--- src/rtl/gf180mcu_osu_sc_gp12t3v3__subf_ser_if.sv ---
// Operand/result handshake bundle for the bit-serial subtractor.
// The master drives operands and OUT_READY; the slave (the subtractor) returns the result.
interface gf180mcu_osu_sc_gp12t3v3__subf_ser_if #(
  parameter int W = 8
);
  logic [W-1:0] A;
  logic [W-1:0] B;
  logic         BI;
  logic         IN_VALID;
  logic         IN_READY;
  logic [W-1:0] D;
  logic         BO;
  logic         OUT_VALID;
  logic         OUT_READY;

  modport master (
    output A, B, BI, IN_VALID, OUT_READY,
    input  IN_READY, D, BO, OUT_VALID
  );

  modport slave (
    input  A, B, BI, IN_VALID, OUT_READY,
    output IN_READY, D, BO, OUT_VALID
  );
endinterface

--- src/rtl/gf180mcu_osu_sc_gp12t3v3__subf_ser.sv ---
// Bit-serial W-bit subtractor: D = A - B - BI, one bit per clock, LSB first,
// through a single full-subtractor slice with a registered borrow.
module gf180mcu_osu_sc_gp12t3v3__subf_ser #(
  parameter int W = 8
) (
  input  logic CLK,
  input  logic R,
  gf180mcu_osu_sc_gp12t3v3__subf_ser_if.slave bus
);
  localparam int CW = $clog2(W);
  localparam logic [CW-1:0] LAST = CW'(W - 1);

  typedef enum logic [1:0] {IDLE, SHIFT, DONE} state_t;

  state_t         r_state;
  state_t         w_nxt;
  logic [W-1:0]   r_opa;
  logic [W-1:0]   r_opb;
  logic [W-1:0]   r_part;
  logic           r_brw;
  logic [CW-1:0]  r_cnt;
  logic [W-1:0]   r_d;
  logic           r_bo;
  logic           r_ov;

  logic           w_in_rdy;
  logic           w_acc;
  logic           w_last;
  logic           w_hs;
  logic           w_a;
  logic           w_b;
  logic           w_d;
  logic           w_bout;

  // Full-subtractor slice on the current LSBs and the stored borrow.
  assign w_a    = r_opa[0];
  assign w_b    = r_opb[0];
  assign w_d    = w_a ^ w_b ^ r_brw;
  assign w_bout = (~w_a & w_b) | (~w_a & r_brw) | (w_b & r_brw);

  assign w_in_rdy      = (r_state == IDLE) & ~R;
  assign bus.IN_READY  = w_in_rdy;
  assign bus.D         = r_d;
  assign bus.BO        = r_bo;
  assign bus.OUT_VALID = r_ov;

  always_ff @(posedge CLK or posedge R) begin
    if (R) r_state <= IDLE;
    else   r_state <= w_nxt;
  end

  always_comb begin
    w_nxt  = r_state;
    w_acc  = 1'b0;
    w_last = 1'b0;
    w_hs   = 1'b0;
    case (r_state)
      IDLE: begin
        if (bus.IN_VALID && w_in_rdy) begin
          w_acc = 1'b1;
          w_nxt = SHIFT;
        end
      end
      SHIFT: begin
        if (r_cnt == LAST) begin
          w_last = 1'b1;
          w_nxt  = DONE;
        end
      end
      DONE: begin
        if (r_ov && bus.OUT_READY) begin
          w_hs  = 1'b1;
          w_nxt = IDLE;
        end
      end
      default: w_nxt = IDLE;
    endcase
  end

  always_ff @(posedge CLK or posedge R) begin
    if (R) begin
      r_opa  <= '0;
      r_opb  <= '0;
      r_part <= '0;
      r_brw  <= 1'b0;
      r_cnt  <= '0;
      r_d    <= '0;
      r_bo   <= 1'b0;
      r_ov   <= 1'b0;
    end else if (w_acc) begin
      r_opa <= bus.A;
      r_opb <= bus.B;
      r_brw <= bus.BI;
      r_cnt <= '0;
    end else if (r_state == SHIFT) begin
      r_opa  <= r_opa >> 1;
      r_opb  <= r_opb >> 1;
      r_part <= {w_d, r_part[W-1:1]};
      r_brw  <= w_bout;
      // Counter parks at W-1 on the last bit so it never wraps.
      if (!w_last) r_cnt <= r_cnt + 1'b1;
      if (w_last) begin
        r_d  <= {w_d, r_part[W-1:1]};
        r_bo <= w_bout;
        r_ov <= 1'b1;
      end
    end else if (w_hs) begin
      r_ov <= 1'b0;
    end
  end
endmodule

--- src/flat_wrapper.sv ---
// flat-port wrapper written by rule: the top's interface ports become plain ports
module gf180mcu_osu_sc_gp12t3v3__subf_ser_flat 
#(
  parameter int W = 8
)
  (CLK, R, bus_A, bus_B, bus_BI, bus_IN_VALID, bus_OUT_READY, bus_IN_READY, bus_D, bus_BO, bus_OUT_VALID);
  gf180mcu_osu_sc_gp12t3v3__subf_ser_if #(.W(W)) bus_i ();
  input  logic CLK;
  input  logic R;
  input wire logic [$bits(bus_i.A)-1:0] bus_A;
  input wire logic [$bits(bus_i.B)-1:0] bus_B;
  input wire logic [$bits(bus_i.BI)-1:0] bus_BI;
  input wire logic [$bits(bus_i.IN_VALID)-1:0] bus_IN_VALID;
  input wire logic [$bits(bus_i.OUT_READY)-1:0] bus_OUT_READY;
  output wire logic [$bits(bus_i.IN_READY)-1:0] bus_IN_READY;
  output wire logic [$bits(bus_i.D)-1:0] bus_D;
  output wire logic [$bits(bus_i.BO)-1:0] bus_BO;
  output wire logic [$bits(bus_i.OUT_VALID)-1:0] bus_OUT_VALID;
  assign bus_i.A = bus_A;
  assign bus_i.B = bus_B;
  assign bus_i.BI = bus_BI;
  assign bus_i.IN_VALID = bus_IN_VALID;
  assign bus_i.OUT_READY = bus_OUT_READY;
  assign bus_IN_READY = bus_i.IN_READY;
  assign bus_D = bus_i.D;
  assign bus_BO = bus_i.BO;
  assign bus_OUT_VALID = bus_i.OUT_VALID;
  gf180mcu_osu_sc_gp12t3v3__subf_ser #(.W(W)) u_core (.CLK(CLK), .R(R), .bus(bus_i));
endmodule
--- config.mk ---
export PLATFORM = sky130hd
export DESIGN_NAME = gf180mcu_osu_sc_gp12t3v3__subf_ser_flat
export DESIGN_NICKNAME = d
export VERILOG_FILES = /design/src/rtl/gf180mcu_osu_sc_gp12t3v3__subf_ser_if.sv /design/src/rtl/gf180mcu_osu_sc_gp12t3v3__subf_ser.sv /design/src/flat_wrapper.sv
export SDC_FILE = /design/constraint.sdc
export NUM_CORES = 1
export LEC_CHECK = 0
export ABC_AREA = 1
export CORE_MARGIN = 3
export CORE_UTILIZATION = 51
export DETAILED_ROUTE_END_ITERATION = 8
export HOLD_SLACK_MARGIN = 0.06
export PLACE_DENSITY = 0.8
export SETUP_SLACK_MARGIN = 0.2
export SLEW_MARGIN = 20
export SYNTH_ARGS = -nofsm -noshare
export SYNTH_HDL_FRONTEND = slang
export SYNTH_SLANG_ARGS = --single-unit
export TNS_END_PERCENT = 30
--- constraint.sdc ---
create_clock -name CLK -period 1.6 [get_ports CLK]
set_clock_uncertainty 0.15 [all_clocks]
set_input_delay 0.32 -clock CLK [delete_from_list [all_inputs] [get_ports CLK]]
set_output_delay 0.32 -clock CLK [all_outputs]
set_load 0.1 [all_outputs]
After elaboration in Yosys (flattened, before gate mapping)
Index checks and enable logic that the tools add are counted.

cells by class
  multiplexer cells = 22
  $add $sub $neg = 1
  bitwise operators = 11
  eq/ne operators = 8
  reduce and logical (&&, ||, !) cells = 10

operator list
  kind                                           number
  two-way mux 8 bit                              4
  two-way mux 1 bit                              11
  two-way mux 3 bit                              3
  AND reduction 3 bit                            3
  != test 2 x 1 -> 1 bit, second input constant  4
  two-way mux 2 bit                              3
  one-hot mux 2 bit (3 select lines)             1
  bitwise AND 1 bit                              4
  AND reduction 2 bit                            2
  nonzero test 2 bit                             2
  adder 3 x 1 -> 3 bit, second input constant    1
  == test 3 bit, second input constant           1
  NOT 1 bit                                      3
  == test 2 x 1 -> 1 bit, second input constant  1
  == test 2 bit, second input constant           1
  logical AND 1 bit                              2
  zero test 2 bit                                1
  != test 2 bit, second input constant           1
  OR 1 bit                                       2
  XOR 1 bit                                      2

word-level totals
  word-level logic and storage cells = 61
  register bits after elaboration = 40

Longest topological paths before layout
Gate-level depths: netlist of the first run.

  word-level depth = 7
  gate-level depth with buffers = 7

Worst setup path after synthesis of the first run
No wires, ideal clock.

  path type = input port to flip-flop
  from = input port R
  to = register u_core.r_opb[0]
  required time = 1325 ps
  setup slack = -587 ps
  arrival = 1912 ps
  cell stages on the path = 7
  path buffers = 1
  setup time = 125 ps
  cell sequence = inv_1 nand3_2 nand2_1 inv_2 buf_4 nand2_1 nand3_1

on the way
  word-level cells in the longest chain between the ends = 6

ends and longest elaborated chain
  what                                                     RTL line                                  source
  from (decl)                                              flat_wrapper.sv:9                         input logic R;
  NOT 1 bit (*)                                            gf180mcu_osu_sc_gp12t3v3__subf_ser.sv:41  assign w_in_rdy = (r_state == IDLE) & ~R;
  bitwise AND 1 bit (*)                                    gf180mcu_osu_sc_gp12t3v3__subf_ser.sv:41
  logical AND 1 bit (*)                                    gf180mcu_osu_sc_gp12t3v3__subf_ser.sv:59  if (bus.IN_VALID && w_in_rdy) begin
  two-way mux 1 bit (*)                                    gf180mcu_osu_sc_gp12t3v3__subf_ser.sv:59
  two-way mux 1 bit (*)                                    gf180mcu_osu_sc_gp12t3v3__subf_ser.sv:57  case (r_state)
  two-way mux 8 bit or nonzero test 2 bit (tied branches)  -
  to (signal assigned)                                     gf180mcu_osu_sc_gp12t3v3__subf_ser.sv:92  r_opb <= bus.B;
  to (signal assigned)                                     gf180mcu_osu_sc_gp12t3v3__subf_ser.sv:97  r_opb <= r_opb >> 1;
  to (decl)                                                gf180mcu_osu_sc_gp12t3v3__subf_ser.sv:18  logic [W-1:0] r_opb;

Mark *: on every way between the ends. The rest lies on a longest branch, timed or not.
A chain may end at the register's enable or synchronous reset.

Worst setup path after layout of the first run
  from = register u_core.r_state[1]
  to = output port bus_IN_READY

on the way
  word-level cells in the longest chain between the ends = 2

ends and longest elaborated chain
  what                    RTL line                                  source
  from (decl)             gf180mcu_osu_sc_gp12t3v3__subf_ser.sv:15  state_t r_state;
  from (signal assigned)  gf180mcu_osu_sc_gp12t3v3__subf_ser.sv:49  else r_state <= w_nxt;
  zero test 2 bit         gf180mcu_osu_sc_gp12t3v3__subf_ser.sv:41
  bitwise AND 1 bit       gf180mcu_osu_sc_gp12t3v3__subf_ser.sv:41
  to (decl)               flat_wrapper.sv:15                        output wire logic [$bits(bus_i.IN_READY)-1:0] bus_IN_READY;

Every way passes these cells.

==> results of run 1 <==
[critical path, stage by stage, from the launching register on]
cell	delay (ps)
dfrtp_1	430
nor3_4	280
buf_12	210
[through the flow]
stage / power [µW] / hold WS (ps)
after floorplan: 3390 / 159
after global placement: 4110 / 300
after detailed placement: 4230 / 315
after CTS: 5120 / 209
after global routing: 6040 / 207
final: 5740 / 183
[metal layers]
layer / share of wire (%) / vias up
li1: - / 705
met1: 35 / 789
met2: 53 / 85
met3: 6.4 / 28
met4: 5.7 / 0
met5: 0 / -
[flip-flops by register name (all words and copies together), names as in the netlist]
| signal | flops |
|---|---|
| u_core.r_part | 7 |
| u_core.r_opa | 8 |
| u_core.bus.BO | 1 |
| u_core.r_brw | 1 |
| u_core.r_state | 2 |
| u_core.bus.OUT_VALID | 1 |
| u_core.r_opb | 8 |
| u_core.bus.D | 8 |
| u_core.r_cnt | 3 |
[cell type report]
type | count | area [µm²]
Multi-Input combinational cell | 128 | 752
Tap cell | 44 | 55.1
Inverter | 13 | 77.6
Sequential cell | 39 | 977
Clock buffer | 6 | 41.3
Fill cell | 178 | 543
Timing Repair Buffer | 51 | 657
[path summary, 6_finish.rpt]
kind                                          startpoint                                to  slack (ps)  cells past startpoint
min in group CLK             u_core.r_opa[7]$_DFFE_PP0P_       u_core.r_opa[7]$_DFFE_PP0P_         340                      2
setup reg to reg           u_core.r_state[1]$_DFFE_PP0P_  u_core.bus.OUT_VALID$_DFFE_PP0P_           0                      9
hold / removal                                         R          u_core.r_brw$_DFFE_PP0P_         180                      3
max in group asynchronous                              R     u_core.r_state[0]$_DFFE_PP0P_         760                      3
hold reg to reg              u_core.r_opa[7]$_DFFE_PP0P_       u_core.r_opa[7]$_DFFE_PP0P_         340                      2
setup / recovery           u_core.r_state[1]$_DFFE_PP0P_                      bus_IN_READY        -140                      2
[kinds of logic after synthesis]
kind of cell,count (synthesis)
simple gates,108
buf+inv,20
fa+ha+maj,3
compound gates,17
flops,39
[cells in the mapped netlist (all sizes together)]
library cell / count
ha: 2
nor2: 4
buf: 5
dfrtp: 39
o21ai: 15
nor3: 1
a31oi: 1
inv: 13
a21oi: 1
fa: 1
nand3: 36
clkbuf: 2
nand2: 67
[where the power goes]
| group | internal (µW) | switching (µW) | leakage [µW] |
|---|---|---|---|
| clock | 157 | 315 | 0.0000242 |
| sequential | 1410 | 370 | 0.000501 |
| combinational | 1410 | 2090 | 0.000663 |
| total | 2970 | 2770 | 0.00119 |
[what timing repair did]
item	CTS	global route
resized for setup	19	45
pin swaps	5	17
cloned	1	1
setup buffers	9	3
endpoints found under the setup margin	42	48
hold buffers	0	0
[layout by cell type, fill, tap and decap left out, types with 2 or more instances in the layout]
cell type        instances
buf_6                    6
o21ai_0                  2
buf_8                    2
o21ai_1                 10
clkdlybuf4s50_1         19
inv_1                    8
dfrtp_1                 38
nand3_1                 31
buf_4                    9
nand2_2                 13
o21ai_2                  3
nand3_2                  4
nand2_1                 51
nor2_4                   3
buf_12                  12
clkbuf_4                 5
nand2_8                  2
==> summary.md, run 1 <==
| Metric | Value |
|---|---|
| Die outline area | around 0.004 mm² |
| Yosys top cell by area | dfrtp_1 |
| PortBufs | 31 |
| Antenna violations before repair | 0 |
| Chip height | about 63 µm |
| CP endpoint kind | output pin |
| Final WS setup | -145 ps |
| Congestion Overflow GR | 0 |
| Final period util | 109% |
| Die W | 63.4 µm |
| Largest family of logic cells by synthesized area | simple AND/OR/NAND/NOR gates |
| GRT Util Overall | a little over a fifth |
| Pwr per Cell Area | roughly 2200 mW/mm² |
| Layout cells sized above 1 | between 30% and 40% |
| Cells after Synth | ~190 |
| Root Buffer | clkbuf_4 |
| Seq cells post-synth | 39 |
| Area Overhead vs Synth | 52.3% |
| GR peak layer | met2 |
| IO Pins | 32 |
| # diodes | 0 |
| Pin count of the biggest net entering global routing | 40 |
| Vias | ~1600 |
| WL/cell | 17.6 µm |
| Fin nets | approximately 260 |
| Final Max Tran Viols | 0 |
| GRT met1 Usage | 24.8% |
| Slew @ Worst Pin | around 480 ps |
| Post-layout util | about 83% |
| Synth warn | 0 |
| Post-Synth Adder-Cell Area | under 10% |
| Post-synthesis sequential area ratio | around three fifths |
| Critical Setup Path Class | reg -> out |
| Row Count | 20 |
| Distinct cells, synth | 22 |
| Post-Synth Simple-Gate Area | around 28% |
| Post-DP HPWL | 2.54 mm |
| First-pass GRT wire length | roughly 6.7 mm |
| Inserted Clock Buffers | 5 |
| Final instance area | 0.00256 mm² |
| Max-slew headroom | approximately two thirds |
| F_max | 0.573 GHz |
| Hold WC Path Type | in -> async |
| Final Hold Vio Count | 0 |
| Yosys top cell area share | between 50% and 60% |
| Clock tree buffer depth | 2 |
| Placed insts | roughly 260 |
| Max FO, Critical Path | 2 |
| GPL Wtd Cong | about 0.82 |
| Vias in the first global route | around 1500 |
| Setup crit start kind | flip-flop |
| Core Area | around 0.0031 mm² |
| Finished Layout Cells | roughly 280 |
| Worst EP arrival | around 1300 ps |
| RSZ-0062 raised after global routing | true |
| Violated checks | setup timing |
| Max-cap violations | 0 |
| Vias/cell | ~5.7 |
| Mux contribution to synthesized area | 0% |
| Final min period | around 1700 ps |
| Met2 usage | 37.9% |
| Leak | 0.00119 µW |
| Mapped cell area | roughly 0.0017 mm² |
| Met3 Track Usage GR | 6.06% |
| Worst-path clk slew | between 100 and 150 ps |
| Top cells by area, synth | dfrtp_1, nand2_1, nand3_1, o21ai_0, inv_1 |
| DRC viols | 0 |
| Mean post-synth cell area | ~9 µm² |
| Clock latency on the worst-skew pair | about 350 ps |
| DP Worst Slack | -222 ps |
| Post-route ant nets | 0 |
| CTS sink cnt | 39 |
| Drt pass-1 iters | 4 |
| Synthesized net count | between 200 and 250 |
| Drt total wl | between 4 and 5 mm |
| XOR/XNOR Fraction of Synth Area | 0% |
| CTS tree | built |
| Setup violators final | 1 |
| Setup tns final | -145 ps |
| Starting density of the core | approximately 54% |
| Starting DRT DRC Count | 143 |
| H-tree levels | 2 |
| Placed Area | between 0.002 and 0.0025 mm² |
| Status | finished, violations left |
| Crit path required time | around 1100 ps |
| Synth Area in Compound Gates | 5.14% |
| VDD IR max | ~1.4 mV |
Power figures use the tool's default switching activity.
==> run 2: changes to the inputs <==
--- a/config.mk
+++ b/config.mk
@@ -5,12 +5,12 @@
 export SDC_FILE = /design/constraint.sdc
 export NUM_CORES = 1
 export LEC_CHECK = 0
-export ABC_AREA = 1
 export CORE_MARGIN = 3
-export CORE_UTILIZATION = 51
+export CORE_UTILIZATION = 50
 export DETAILED_ROUTE_END_ITERATION = 8
+export GPL_TIMING_DRIVEN = 1
 export HOLD_SLACK_MARGIN = 0.06
-export PLACE_DENSITY = 0.8
+export PLACE_DENSITY = 0.78
 export SETUP_SLACK_MARGIN = 0.2
 export SLEW_MARGIN = 20
 export SYNTH_ARGS = -nofsm -noshare
==> run 2 against run 1 <==
The run still ends with setup timing left; utilization down 2.8 points; die area up 1.2%; sequential power down 3%; combinational power down 11%; synthesized cell count down 23%; synthesized area down 0.67%.
==> summary.md, run 2 <==
| Metric | Value |
|---|---|
| Post-synthesis sequential area ratio | between 50% and 60% |
| CTS tree | built |
| Starting density of the core | between 50% and 60% |
| Worst stage delay on the critical path | about 430 ps |
| Clock tree buffer depth | 2 |
| CP top delay family | flip-flops |
| Critical Path, Cell by Cell | buf_6, nor3_4, buf_12 |
| Synth warn | 0 |
| Area Overhead vs Synth | 49.3% |
| IO Pins | 32 |
| RSZ-0062 raised after global routing | true |
| Post-route ant nets | 0 |
| Final period util | 113% |
| Ys async rst share | 100% |
| Post-synth top cells | dfrtp_1, nand2_1, a21o_1, a22o_1 |
| Mapped cell area | approximately 0.0017 mm² |
| Row Count | 20 |
| Max FO, Critical Path | 2 |
| DRC viols | 0 |
| Synthesized net count | 168 |
| Die W | roughly 64 µm |
| Crit path required time | between 1000 and 1500 ps |
| Max-slew headroom | about 79% |
| Layout cells sized above 1 | roughly 33% |
| GRT Util Overall | 20.5% |
| CP max stage cell | dfrtp_2 |
| F_max | ~0.55 GHz |
| Core Area | roughly 0.0031 mm² |
| Top cells by area, synth | dfrtp_1, a22o_1, nand2_1, a21o_1, mux2_2 |
| GPL Wtd Cong | around 0.75 |
| Final Max Tran Viols | 0 |
| Starting DRT DRC Count | 70 |
| # diodes | 0 |
| Root Buffer | clkbuf_4 |
| Most frequent cells in the layout | dfrtp_1, nand2_1, clkdlybuf4s50_1 |
| Chip height | between 60 and 70 µm |
| Status | finished, violations left |
| Critical Path Stages | 3 |
| Placed Area | between 0.002 and 0.0025 mm² |
| Drt pass-1 iters | 4 |
| CP endpoint kind | output pin |
| Violated checks | setup timing |
| Setup tns final | -408 ps |
| Pin count of the biggest net entering global routing | 40 |
| Clock latency on the worst-skew pair | roughly 350 ps |
| Worst-path clk slew | ~110 ps |
| Synth Flop Type | dfrtp_1 |
| Worst EP arrival | about 1300 ps |
| WL/cell | 16.3 µm |
| Final Power | 5520 µW |
| Most numerous cell in the Yosys netlist | dfrtp_1 |
| Reg2reg path depth | 5 |
| Vias in the first global route | ~1300 |
| Slew @ Worst Pin | 311 ps |
| Mean post-synth cell area | between 10 and 15 µm² |
| First-pass GRT wire length | roughly 6.2 mm |
| Vias | approximately 1300 |
| Post-DP HPWL | between 2 and 2.5 mm |
| Drt total wl | approximately 4 mm |
| VDD IR max | between 1 and 1.5 mV |
| Final instance area | about 0.0025 mm² |
| Leak | ~0.0013 µW |
| Met3 Track Usage GR | under 10% |
| PortBufs | 31 |
| Seq cells post-synth | 39 |
| GR peak layer | met2 |
| Finished Layout Cells | 239 |
| DP Worst Slack | -328 ps |
| Die outline area | around 0.004 mm² |
| Setup crit start kind | flip-flop |
| Vias/cell | roughly 5.3 |
| Critical Setup Path Class | reg -> out |
| Met2 usage | approximately 36% |
| Fin nets | 218 |
| Yosys top cell by area | dfrtp_1 |
| Crit path buffers/inverters | 2 |
| Congestion Overflow GR | 0 |
| Max-cap violations | 0 |
| Placed insts | approximately 230 |
| Final min period | around 1800 ps |
| Cells after Synth | 144 |
| GRT met1 Usage | 23.6% |
| Yosys top cell area share | 58.5% |
| Inserted Clock Buffers | 5 |
| Number of synthesized flops with an enable pin | 0 |
| Commonest non-fill, non-tap cell in the layout | dfrtp_1 |
| Pwr per Cell Area | about 2200 mW/mm² |
| Final WS setup | -210 ps |
| Antenna violations before repair | 0 |
| Filler cell count | 180 |
| Hold WC Path Type | in -> async |
| H-tree levels | 2 |
| Distinct cells, synth | 26 |
| CTS sink cnt | 39 |
| Setup violators final | 10 |
| Final Hold Vio Count | 0 |
-- run 2: changes by cell type in the layout (fill, tap and decap cells not counted), moves of 4 or more --
cell     before  now
nand2_1      51   28
nand3_1      31    0
o21ai_1      10    1
nand2_2      13    2
mux2_4        0    8
a21o_1        0   13
inv_1         8    3
o21ai_0       2    7
nand3_2       4    0
a22o_1        0   13
-- run 2: kinds of logic (layout without fill, tap and decap cells) --
kind of cell             count (synthesis)  count (layout)  synth area share, %
AO/OA/AOI/OAI                           39              39                 16.9
XOR/XNOR                                 1               1                0.525
adder cells (fa/ha/maj)                  3               3                 2.70
buffers and inverters                   12              63                 3.82
flip-flops                              39              39                 58.5
multiplexers                             9               9                 6.00
AND/OR/NAND/NOR                         41              41                 11.6
-- run 2: layer usage --
layer	vias to the layer above	routed length, µm
li1	601	-
met1	628	1490
met2	39	2100
met3	8	237
met4	0	71
met5	-	0
-- run 2: final timing paths --
| check | startpoint | endpoint | slack (ps) |
|---|---|---|---|
| max | u_core.r_state[1]$_DFFE_PP0P_ | bus_IN_READY | -210 |
| min | R | u_core.bus.D[1]$_DFFE_PP0P_ | 190 |
| max reg2reg | u_core.r_cnt[0]$_DFFE_PP0P_ | u_core.bus.D[0]$_DFFE_PP0P_ | -30 |
| min reg2reg | u_core.r_opb[4]$_DFFE_PP0P_ | u_core.r_opb[4]$_DFFE_PP0P_ | 340 |
| max in group asynchronous | R | u_core.r_state[1]$_DFFE_PP0P_ | 890 |
| min in group CLK | u_core.r_opb[4]$_DFFE_PP0P_ | u_core.r_opb[4]$_DFFE_PP0P_ | 340 |
-- run 2: repair_timing --
| action | in CTS | in global routing |
|---|---|---|
| hold endpoints to repair | 0 | 0 |
| cloned | 1 | 0 |
| hold buffers | 0 | 0 |
| buffers inserted | 5 | 0 |
| pin swaps | 1 | 5 |
| endpoints found under the setup margin | 42 | 49 |
| gates resized for setup | 12 | 12 |
-- run 2: area by class of cell --
type                            instances  area (µm²)  area share [%]
Clock buffer                            6        51.3            2.06
Clock inverter                          2        35.0            1.41
Inverter                                3        11.3           0.452
Multi-Input combinational cell         93         727            29.2
Sequential cell                        39         978            39.3
Tap cell                               44        55.1            2.21
Timing Repair Buffer                   52         634            25.5
-- run 2: report_power, final --
part	internal, µW	switching [µW]	leakage, µW
clock network	369	319	0.0000482
registers	1400	325	0.000503
logic	1400	1710	0.000710
-- run 2: stage by stage --
step                utilization, %  hold slack (ps)
floorplan                        -              287
global placement              73.1              308
detailed placement            73.1              319
CTS                           78.5              172
global route                  79.7              180
finish                        79.7              194
-- run 2: worst min-delay path, delay by kind of cell --
kind / cells / cell delay [ps]
buffers and inverters: 4 / 750
